File: config.mk
export PLATFORM = sky130hd
export DESIGN_NAME = stream_xbar_rsp
export DESIGN_NICKNAME = d
export VERILOG_FILES = /design/src/rtl/stream_xbar_pkg.sv /design/src/rtl/rr_arb_tree.sv /design/src/rtl/spill_register.sv /design/src/rtl/stream_xbar_rsp_tracker.sv /design/src/rtl/stream_xbar_rsp.sv
export SDC_FILE = /design/constraint.sdc
export NUM_CORES = 1
export LEC_CHECK = 0
export ABC_AREA = 1
export BUFFER_PORTS_ARGS = -buffer_cell sky130_fd_sc_hd__buf_4
export CAP_MARGIN = 40
export CORE_UTILIZATION = 40
export CTS_BUF_LIST = sky130_fd_sc_hd__clkbuf_8 sky130_fd_sc_hd__clkbuf_16
export CTS_CLUSTER_DIAMETER = 40
export DETAILED_ROUTE_END_ITERATION = 12
export PLACE_DENSITY = 0.67
export SLEW_MARGIN = 10
export SYNTH_ARGS = -nofsm -noshare
export SYNTH_HDL_FRONTEND = slang
export SYNTH_SLANG_ARGS = --single-unit
File: constraint.sdc
create_clock -name clk_i -period 7.8 [get_ports clk_i]
set_input_delay 1.17 -clock clk_i [delete_from_list [all_inputs] [get_ports clk_i]]
set_output_delay 1.17 -clock clk_i [all_outputs]
set_load 0.02 [all_outputs]
File: src/rtl/stream_xbar_pkg.sv
// -----------------------------------------------------------------------------
// stream_xbar_pkg
// Shared helpers for the stream crossbar return path:
//   idx_width / sel_width : index widths for requestor / responder ports
//                           (minimum width 1 so that single-port builds stay legal)
//   trk_flags_t           : per-responder tracker status (full / empty)
//   arb_state_e           : lock state of the round-robin arbiter
// -----------------------------------------------------------------------------
package stream_xbar_pkg;

  function automatic int unsigned idx_width(input int unsigned num_inp);
    return (num_inp > 1) ? $clog2(num_inp) : 1;
  endfunction

  function automatic int unsigned sel_width(input int unsigned num_out);
    return (num_out > 1) ? $clog2(num_out) : 1;
  endfunction

  // Status of one response tracker, derived from its fill level.
  typedef struct packed {
    logic full;
    logic empty;
  } trk_flags_t;

  // ARB_LOCKED: a request was offered but not yet accepted downstream, so the
  // arbiter must keep offering the same input until the handshake completes.
  typedef enum logic {
    ARB_FREE   = 1'b0,
    ARB_LOCKED = 1'b1
  } arb_state_e;

endpackage

File: src/rtl/rr_arb_tree.sv
// -----------------------------------------------------------------------------
// rr_arb_tree
// Round-robin arbiter with valid/ready handshake on both sides.
// Ports:
//   clk_i, rst_i (async, active-high), flush_i (priority back to input 0)
//   req_i / gnt_o / data_i : NumIn requesting inputs
//   req_o / gnt_i / data_o : arbitrated output, idx_o = winning input
// Handshake: a transfer happens on req_o && gnt_i; gnt_o[k] is only raised
// for the selected, requesting input, so gnt_o never fires without req_i.
// With LockIn set, an offered but not yet accepted input stays selected
// until its handshake completes, keeping data_o/idx_o stable.
// Priority starts at input 0 and moves to the input after each winner.
// -----------------------------------------------------------------------------
module rr_arb_tree
  import stream_xbar_pkg::*;
#(
  parameter int unsigned NumIn     = 2,
  parameter type         DataType  = logic,
  parameter bit          AxiVldRdy = 1'b1,
  parameter bit          LockIn    = 1'b1,
  // derived, do not override
  parameter int unsigned IdxWidth  = idx_width(NumIn)
) (
  input  logic                     clk_i,
  input  logic                     rst_i,
  input  logic                     flush_i,
  input  logic [NumIn-1:0]         req_i,
  output logic [NumIn-1:0]         gnt_o,
  input  DataType [NumIn-1:0]      data_i,
  output logic                     req_o,
  input  logic                     gnt_i,
  output DataType                  data_o,
  output logic [IdxWidth-1:0]      idx_o
);

  arb_state_e            state_q, state_d;
  logic [IdxWidth-1:0]   rr_q, rr_d;
  logic [IdxWidth-1:0]   lock_idx_q, lock_idx_d;
  logic [IdxWidth-1:0]   sel;
  logic                  found;
  int unsigned           cand;

  // First requesting input at or after the priority pointer, unless locked.
  always_comb begin
    sel   = rr_q;
    found = 1'b0;
    cand  = 0;
    for (int unsigned k = 0; k < NumIn; k++) begin
      cand = (32'(rr_q) + k) % NumIn;
      if (!found && req_i[cand]) begin
        found = 1'b1;
        sel   = IdxWidth'(cand);
      end
    end
    if (state_q == ARB_LOCKED) begin
      sel = lock_idx_q;
    end
  end

  assign req_o  = req_i[sel];
  assign data_o = data_i[sel];
  assign idx_o  = sel;

  always_comb begin
    gnt_o = '0;
    gnt_o[sel] = gnt_i && req_o && (AxiVldRdy || req_i[sel]);
  end

  always_comb begin
    state_d    = state_q;
    lock_idx_d = lock_idx_q;
    rr_d       = rr_q;
    case (state_q)
      ARB_FREE: begin
        if (LockIn && req_o && !gnt_i) begin
          state_d    = ARB_LOCKED;
          lock_idx_d = sel;
        end
      end
      ARB_LOCKED: begin
        if (!req_o || gnt_i) begin
          state_d = ARB_FREE;
        end
      end
      default: state_d = ARB_FREE;
    endcase
    if (req_o && gnt_i) begin
      rr_d = (sel == IdxWidth'(NumIn - 1)) ? '0 : sel + 1'b1;
    end
  end

  always_ff @(posedge clk_i or posedge rst_i) begin
    if (rst_i) begin
      state_q    <= ARB_FREE;
      rr_q       <= '0;
      lock_idx_q <= '0;
    end else if (flush_i) begin
      state_q    <= ARB_FREE;
      rr_q       <= '0;
      lock_idx_q <= '0;
    end else begin
      state_q    <= state_d;
      rr_q       <= rr_d;
      lock_idx_q <= lock_idx_d;
    end
  end

endmodule

File: src/rtl/spill_register.sv
// -----------------------------------------------------------------------------
// spill_register
// Two-entry register slice that cuts every combinational path between its
// sides while sustaining one transfer per cycle.
// Ports:
//   clk_i, rst_i (async, active-high)
//   valid_i / ready_o / data_i : upstream handshake
//   valid_o / ready_i / data_o : downstream handshake
// Entry A takes new data; B only catches A's content when the downstream
// side stalls while A is being drained.
// -----------------------------------------------------------------------------
module spill_register #(
  parameter type T = logic
) (
  input  logic clk_i,
  input  logic rst_i,
  input  logic valid_i,
  output logic ready_o,
  input  T     data_i,
  output logic valid_o,
  input  logic ready_i,
  output T     data_o
);

  logic a_full_q, a_full_d, b_full_q, b_full_d;
  T     a_data_q, b_data_q;
  logic a_fill, a_drain, b_fill, b_drain;

  assign a_fill  = valid_i && ready_o;
  assign a_drain = a_full_q && !b_full_q;
  assign b_fill  = a_drain && !ready_i;
  assign b_drain = b_full_q && ready_i;

  always_comb begin
    a_full_d = a_full_q;
    b_full_d = b_full_q;
    if (a_fill) begin
      a_full_d = 1'b1;
    end else if (a_drain) begin
      a_full_d = 1'b0;
    end
    if (b_fill) begin
      b_full_d = 1'b1;
    end else if (b_drain) begin
      b_full_d = 1'b0;
    end
  end

  always_ff @(posedge clk_i or posedge rst_i) begin
    if (rst_i) begin
      a_full_q <= 1'b0;
      b_full_q <= 1'b0;
      a_data_q <= '0;
      b_data_q <= '0;
    end else begin
      a_full_q <= a_full_d;
      b_full_q <= b_full_d;
      if (a_fill) begin
        a_data_q <= data_i;
      end
      if (b_fill) begin
        b_data_q <= a_data_q;
      end
    end
  end

  assign valid_o = a_full_q || b_full_q;
  assign data_o  = b_full_q ? b_data_q : a_data_q;
  assign ready_o = !a_full_q || !b_full_q;

endmodule

File: src/rtl/stream_xbar_rsp_tracker.sv
// -----------------------------------------------------------------------------
// stream_xbar_rsp_tracker
// Per-responder FIFO of requestor indices, in issue order.
// Ports:
//   clk_i, rst_i (async, active-high), flush_i (sync clear)
//   push_i / data_i  : record an issued transaction (ignored when full)
//   pop_i            : retire the head entry (ignored when empty)
//   head_o           : requestor index of the oldest outstanding transaction
//   count_o          : fill level, 0..Depth
// Pointers wrap modulo Depth; Depth need not be a power of two.
// -----------------------------------------------------------------------------
module stream_xbar_rsp_tracker #(
  parameter int unsigned Depth    = 4,
  parameter int unsigned Width    = 1,
  parameter int unsigned CntWidth = $clog2(Depth + 1)
) (
  input  logic                clk_i,
  input  logic                rst_i,
  input  logic                flush_i,
  input  logic                push_i,
  input  logic [Width-1:0]    data_i,
  input  logic                pop_i,
  output logic [Width-1:0]    head_o,
  output logic [CntWidth-1:0] count_o
);

  localparam int unsigned PtrWidth = (Depth > 1) ? $clog2(Depth) : 1;

  logic [Width-1:0]    mem_q [Depth];
  logic [PtrWidth-1:0] wptr_q, wptr_d;
  logic [PtrWidth-1:0] rptr_q, rptr_d;
  logic [CntWidth-1:0] cnt_q, cnt_d;
  logic                full, empty, push_ok, pop_ok;

  assign full    = (cnt_q == CntWidth'(Depth));
  assign empty   = (cnt_q == '0);
  // A full tracker refuses a push even when a pop frees a slot this cycle;
  // this keeps issue_ready free of any path from the response side.
  assign push_ok = push_i && !full;
  assign pop_ok  = pop_i && !empty;

  always_comb begin
    wptr_d = wptr_q;
    rptr_d = rptr_q;
    cnt_d  = cnt_q;
    if (push_ok) begin
      wptr_d = (wptr_q == PtrWidth'(Depth - 1)) ? '0 : wptr_q + 1'b1;
    end
    if (pop_ok) begin
      rptr_d = (rptr_q == PtrWidth'(Depth - 1)) ? '0 : rptr_q + 1'b1;
    end
    if (push_ok && !pop_ok) begin
      cnt_d = cnt_q + 1'b1;
    end else if (pop_ok && !push_ok) begin
      cnt_d = cnt_q - 1'b1;
    end
  end

  always_ff @(posedge clk_i or posedge rst_i) begin
    if (rst_i) begin
      wptr_q <= '0;
      rptr_q <= '0;
      cnt_q  <= '0;
      for (int k = 0; k < Depth; k++) begin
        mem_q[k] <= '0;
      end
    end else if (flush_i) begin
      wptr_q <= '0;
      rptr_q <= '0;
      cnt_q  <= '0;
    end else begin
      wptr_q <= wptr_d;
      rptr_q <= rptr_d;
      cnt_q  <= cnt_d;
      if (push_ok) begin
        mem_q[wptr_q] <= data_i;
      end
    end
  end

  assign head_o  = mem_q[rptr_q];
  assign count_o = cnt_q;

endmodule

File: src/rtl/stream_xbar_rsp.sv
// -----------------------------------------------------------------------------
// stream_xbar_rsp
// Return path of the stream crossbar. For every responder port it records,
// in issue order, which requestor each forwarded transaction came from, and
// routes that responder's in-order responses back to the originating
// requestor. Several responders aimed at one requestor are round-robin
// arbitrated; a grant offered but not accepted stays locked.
//
// Ports:
//   clk_i, rst_i (async, active-high), flush_i (clear trackers + arbiters;
//   only with no valid responses pending)
//   issue_idx_i / issue_valid_i / issue_ready_o : per responder, from the
//       forward crossbar's output handshake
//   rsp_data_i / rsp_valid_i / rsp_ready_o      : per responder responses
//   data_o / sel_o / valid_o / ready_i          : per requestor routed
//       responses, sel_o = responder index
//   err_o, outstanding_o                        : only with the macro below
//
// Handshake: every channel transfers on valid && ready; a valid output keeps
// its data/sel stable until ready is seen.
//
// Build option STREAM_XBAR_RSP_ERR_EN: a response on an empty tracker is
// accepted and dropped and sets the sticky err_o bit; fill levels are
// exported on outstanding_o. Without it such responses stall.
// -----------------------------------------------------------------------------
module stream_xbar_rsp
  import stream_xbar_pkg::*;
#(
  parameter int unsigned NumInp      = 4,
  parameter int unsigned NumOut      = 4,
  parameter int unsigned DataWidth   = 1,
  parameter type         payload_t   = logic [DataWidth-1:0],
  parameter int unsigned MaxTxns     = 4,
  parameter bit          OutSpillReg = 1'b0,
  // derived, do not override
  parameter int unsigned IdxWidth    = idx_width(NumInp),
  parameter int unsigned SelWidth    = sel_width(NumOut),
  parameter int unsigned CntWidth    = $clog2(MaxTxns + 1)
) (
  input  logic                              clk_i,
  input  logic                              rst_i,
  input  logic                              flush_i,
  input  logic [NumOut-1:0][IdxWidth-1:0]   issue_idx_i,
  input  logic [NumOut-1:0]                 issue_valid_i,
  output logic [NumOut-1:0]                 issue_ready_o,
  input  payload_t [NumOut-1:0]             rsp_data_i,
  input  logic [NumOut-1:0]                 rsp_valid_i,
  output logic [NumOut-1:0]                 rsp_ready_o,
`ifdef STREAM_XBAR_RSP_ERR_EN
  output logic [NumOut-1:0]                 err_o,
  output logic [NumOut-1:0][CntWidth-1:0]   outstanding_o,
`endif
  output payload_t [NumInp-1:0]             data_o,
  output logic [NumInp-1:0][SelWidth-1:0]   sel_o,
  output logic [NumInp-1:0]                 valid_o,
  input  logic [NumInp-1:0]                 ready_i
);

  typedef struct packed {
    payload_t              data;
    logic [SelWidth-1:0]   sel;
  } route_t;

  logic [NumOut-1:0][IdxWidth-1:0]  head;
  logic [NumOut-1:0][CntWidth-1:0]  count;
  trk_flags_t                       flags [NumOut];
  logic [NumOut-1:0]                pop;
  logic [NumOut-1:0]                grant_any;
  logic [NumInp-1:0][NumOut-1:0]    req_arr;
  logic [NumInp-1:0][NumOut-1:0]    gnt_arr;

  // ---------------------------------------------------------------------------
  // Trackers
  // ---------------------------------------------------------------------------
  for (genvar j = 0; j < NumOut; j++) begin : g_trk
    stream_xbar_rsp_tracker #(
      .Depth    (MaxTxns),
      .Width    (IdxWidth),
      .CntWidth (CntWidth)
    ) u_trk (
      .clk_i   (clk_i),
      .rst_i   (rst_i),
      .flush_i (flush_i),
      .push_i  (issue_valid_i[j]),
      .data_i  (issue_idx_i[j]),
      .pop_i   (pop[j]),
      .head_o  (head[j]),
      .count_o (count[j])
    );
  end

  always_comb begin
    for (int j = 0; j < NumOut; j++) begin
      flags[j].empty   = (count[j] == '0);
      flags[j].full    = (count[j] == CntWidth'(MaxTxns));
      issue_ready_o[j] = !flags[j].full;
    end
  end

  // ---------------------------------------------------------------------------
  // Request matrix: responder j asks only the arbiter of its head requestor.
  // The head is the registered FIFO output, so an entry pushed this cycle
  // cannot route a response before the next cycle.
  // ---------------------------------------------------------------------------
  always_comb begin
    for (int i = 0; i < NumInp; i++) begin
      for (int j = 0; j < NumOut; j++) begin
        req_arr[i][j] = rsp_valid_i[j] && !flags[j].empty &&
                        (head[j] == IdxWidth'(i));
      end
    end
  end

  // At most one arbiter sees a request from j, so OR-ing is exact.
  always_comb begin
    grant_any = '0;
    for (int i = 0; i < NumInp; i++) begin
      grant_any = grant_any | gnt_arr[i];
    end
  end

  // ---------------------------------------------------------------------------
  // Ready / pop, with optional drop of unexpected responses
  // ---------------------------------------------------------------------------
`ifdef STREAM_XBAR_RSP_ERR_EN
  logic [NumOut-1:0] drop;
  logic [NumOut-1:0] err_q, err_d;

  always_comb begin
    for (int j = 0; j < NumOut; j++) begin
      drop[j] = rsp_valid_i[j] && flags[j].empty;
    end
    err_d = err_q | drop;
  end

  always_ff @(posedge clk_i or posedge rst_i) begin
    if (rst_i) begin
      err_q <= '0;
    end else if (flush_i) begin
      err_q <= '0;
    end else begin
      err_q <= err_d;
    end
  end

  assign rsp_ready_o   = grant_any | drop;
  assign err_o         = err_q;
  assign outstanding_o = count;
`else
  assign rsp_ready_o = grant_any;
`endif

  // A grant implies a non-empty tracker, so dropped responses never pop.
  assign pop = rsp_valid_i & grant_any;

  // ---------------------------------------------------------------------------
  // Per-requestor arbitration and output stage
  // ---------------------------------------------------------------------------
  for (genvar i = 0; i < NumInp; i++) begin : g_req
    logic                  arb_valid, arb_ready;
    payload_t              arb_data;
    logic [SelWidth-1:0]   arb_sel;
    route_t                arb_route, out_route;
    logic                  out_valid;

    rr_arb_tree #(
      .NumIn     (NumOut),
      .DataType  (payload_t),
      .AxiVldRdy (1'b1),
      .LockIn    (1'b1)
    ) u_arb (
      .clk_i   (clk_i),
      .rst_i   (rst_i),
      .flush_i (flush_i),
      .req_i   (req_arr[i]),
      .gnt_o   (gnt_arr[i]),
      .data_i  (rsp_data_i),
      .req_o   (arb_valid),
      .gnt_i   (arb_ready),
      .data_o  (arb_data),
      .idx_o   (arb_sel)
    );

    assign arb_route.data = arb_data;
    assign arb_route.sel  = arb_sel;

    if (OutSpillReg) begin : g_spill
      spill_register #(
        .T (route_t)
      ) u_spill (
        .clk_i   (clk_i),
        .rst_i   (rst_i),
        .valid_i (arb_valid),
        .ready_o (arb_ready),
        .data_i  (arb_route),
        .valid_o (out_valid),
        .ready_i (ready_i[i]),
        .data_o  (out_route)
      );
    end else begin : g_comb
      assign out_valid = arb_valid;
      assign out_route = arb_route;
      assign arb_ready = ready_i[i];
    end

    // Idle outputs read as zero rather than whatever the arbiter points at.
    assign valid_o[i] = out_valid;
    assign data_o[i]  = out_valid ? out_route.data : '0;
    assign sel_o[i]   = out_valid ? out_route.sel : '0;
  end

endmodule
==> impl_summary.md <==
Critical path
The critical path required time is about 6.6 ns. The worst-path maximum fanout is 9. The slowest cell on the critical path is nor4_1. The worst setup path is captured at an output port. The signal on the critical path passes through buf_4, nand2_1, inv_2, nand3_1, nand2_1, nand3_1, nand2_1, nor2_2, nand3_1, nand2_1, nand2_1, nand3_1, nand2_2, nand2_1, nand2_1, nor4_1, buf_4. The launching element type of the critical path is an input pin.

The number of buffers and inverters on the critical path is 3. The library cell appearing most often on the critical path is nand2_1. The delay of the slowest critical-path stage is between 0.4 and 0.5 ns. Data on the critical path arrives at its endpoint at 3.62 ns. The dominant delay contributor by cell family on the critical path is simple AND/OR/NAND/NOR gates.

The setup path with the least slack is of type input pin to output port.

Final layout
The number of standard cells in the final layout excluding fillers is about 1200. The net total in the final layout is slightly above 1000. The post-layout utilization of the core is 46.3%. The area overhead of the layout relative to synthesis is 13.3%. The fraction of final layout cells sized beyond drive strength 1 is roughly a quarter.

The number of antenna diodes in the final layout is 0.

Die
In this run the standard cell core region covers 16500 sq um. The die is between 100 and 150 um wide. The count of boundary I/O pins is about 50. The die covers between 15000 and 20000 sq um. In this run the core area contains 47 standard-cell rows. The initial utilization of the core area, before any placement, comes to between 40% and 50%. Measured along the y axis, the die boundary spans around 130 um.

Clock network
The post-CTS setup buffer count is 0. The clock tree synthesis step divided the H-tree into 3 levels. The clock reaches the later pin of the worst-skew pair after approximately 0.35 ns.

The cell at the root of the clock tree is clkbuf_16. The number of buffers added to fix hold violations after cts is 0. The CTS tree is done. The CTS buffer count is 9. The number of buffers on the longest clock path is 2.

The post-cts resize count is 0. The number of sinks on the clock net is 80. The clock transition at the registers of the reported paths is roughly 0.060 ns.

Global route
The aggregate global-route resource usage is between 15 and 20%. The initial antenna violation count is 0. The global routing stage identified its most utilized layer as met2. For this run, global-route usage on met3 was measured as under 10%. Entering global routing, the biggest net connects between 40 and 50 pins. Global routing finished with a remaining overflow of 0. The via count of the first global-routing pass is approximately 5800.

The global-route met1 utilization is between 20% and 30%. The met2 track demand over resource is a little under a third. The global-route wire length before repair is approximately 27 mm.

Yosys
The synthesized design devotes to its leading area cell type 29.8% of total area. Synthesis produced ~920 cells. The most repeated cell in the gate-level netlist after synthesis is nand2_1.

The netlist area before placement is approximately 6700 sq um. The prevailing post-synth register cell is dfrtp_1. Synthesis produced a netlist with a net count of 978. Synthesis inferred 80 register bits. The cell taking the most area after synthesis is dfrtp_1. The post-synthesis area per instance is about 7.3 sq um. After synthesis, the cell types taking the most area are dfrtp_1 (30%), nand2_1 (16%), nand3_1 (8.6%), nand3_2 (6.0%), ha_1 (5.8%). For this run, asynchronously set or reset flops after synthesis account for 100%. The commonest cells after synthesis are nand2_1 (279), nand3_1 (115), inv_1 (85). In this run, synthesis inferred 0 flip-flops with an integrated enable. The number of warnings issued by yosys is 0. The number of different library cells used by synthesis comes to 39. The sequential area share after synthesis is between 20 and 30%.

STA
The setup TNS is 0 ns. The actual transition at the worst max-transition pin is ~0.56 ns. The shortest period the worst path allows is between 4 and 5 ns. For the final database, setup skew stands at approximately 0.014 ns. The period utilization is 61.4%. The fmax is 209 MHz. The final setup violation count is 0.

The number of hold violations in the final report was 0. Setup repair after global routing left no endpoint under its margin. The number of max-slew violations in the final report is 0. The final worst-path setup slack is about 3 ns. The relative slew slack is between 60 and 70%.

Routing
For this run, design rule violations remaining after detail routing come to 0. The aggregate routed wire length is roughly 16 mm. Using the TritonRoute via totals, the vias-per-cell ratio works out to ~5. The detail route stage leaves a number of antenna-violating nets equal to 0. In this run, the number of DRC markers left after iteration 0 of detailed routing was approximately 370. The number of vias after detailed routing is 6013.

The iteration count of the initial detailed-routing pass is 5. The wire length per cell after detailed routing is between 10 and 15 um.

Placement
The wire-length estimate of the detail-placed layout is ~12 mm. Timing analysis after detailed placement gives a worst setup slack of between 3 and 4 ns. The instance count after placement with tap cells included is roughly 1200. The number of buffer cells added on primary ports is 50. The congestion estimate from routability-driven global placement came to between 0.8 and 0.9.

Min path
The worst hold path belongs to the class flip-flop to flip-flop.

Flow run
Across the run, the number of max-cap violations was 0.

Status
The flow ran to the end, and the final reports show no timing, DRC or antenna violations.
[routing by layer]
metal / up-vias / routed length [um]
li1: 3089 / -
met1: 2779 / 7730
met2: 112 / 7320
met3: 33 / 575
met4: 0 / 479
met5: - / 0
[cell type report]
cell class,count,area (sq um)
Clock buffer,10,239
Clock inverter,6,42.5
Fill cell,1667,8850
Inverter,109,410
Multi-Input combinational cell,712,4230
Sequential cell,80,2000
Tap cell,220,275
Timing Repair Buffer,53,418
[cells by family after synthesis]
group	Yosys count	share of synthesized area, %
AOI/OAI and AO/OA	94	8.64
xor gates and xnor gates	8	1.04
adders and majority gates	35	6.96
buffers and inverters	124	7.26
DFF	80	29.8
and+or+nand+nor	575	46.3
[metrics by stage]
| step | hold WS (ns) | area [sq um] |
|---|---|---|
| 3_5_place_dp | 0.474 | 7340 |
| 4_1_cts | 0.488 | 7620 |
| 6_report | 0.483 | 7620 |
| 2_1_floorplan | 0.453 | 6720 |
| 5_1_grt | 0.506 | 7620 |
| 3_3_place_gp | 0.469 | 7310 |
[flip-flops by register name, summed over array words and instances (netlist names)]
name,cells
g_trk.u_trk.mem_q,32
g_trk.u_trk.count_o,12
g_req.u_arb.rr_q,8
g_req.u_arb.state_q,4
g_trk.u_trk.wptr_q,8
g_req.u_arb.lock_idx_q,8
g_trk.u_trk.rptr_q,8
[worst min-delay path, delay by kind of cell, from the launching register on]
family | cells | cell delay, ns
DFF | 1 | 0.34
AOI/OAI and AO/OA | 1 | 0.06
and+or+nand+nor | 1 | 0.05
[cell usage in the layout (no fill, tap or decap), drive strengths merged]
cell type and instances:
nor3 8, or2 2, a211oi 2, xor2 4, nor2 45, o31ai 1, buf 53, nand3 156
xnor2 4, a21boi 1, o32ai 6, a22o 1, inv 107, a311oi 1, fa 4, o21ai 70
dfrtp 80, clkbuf 10, o22ai 1, nand4 20, clkinvlp 2, nand2 343, clkinv 6, ha 31
nor4 1, a21oi 11
[worst paths after layout]
path,startpoint,end,slack (ns),depth (start not counted)
worst max-delay path,rsp_valid_i[3],data_o[0],3.01,17
worst min-delay path,g_trk[3].u_trk.mem_q[3]$_DFFE_PP0P_,g_trk[3].u_trk.mem_q[3]$_DFFE_PP0P_,0.48,2
worst max register to register,g_trk[2].u_trk.rptr_q[0]$_DFFE_PP0P_,g_trk[3].u_trk.count_o[2]$_DFFE_PP0P_,3.84,30
worst min register to register,g_trk[3].u_trk.mem_q[3]$_DFFE_PP0P_,g_trk[3].u_trk.mem_q[3]$_DFFE_PP0P_,0.48,2
max in group asynchronous,rst_i,g_req[3].u_arb.rr_q[1]$_DFFE_PP0P_,6.24,4
min in group asynchronous,rst_i,g_trk[1].u_trk.mem_q[4]$_DFFE_PP0P_,0.96,3
Power is not shown: default switching activity piles up to over one toggle a cycle in this logic, so the estimate is an artifact.
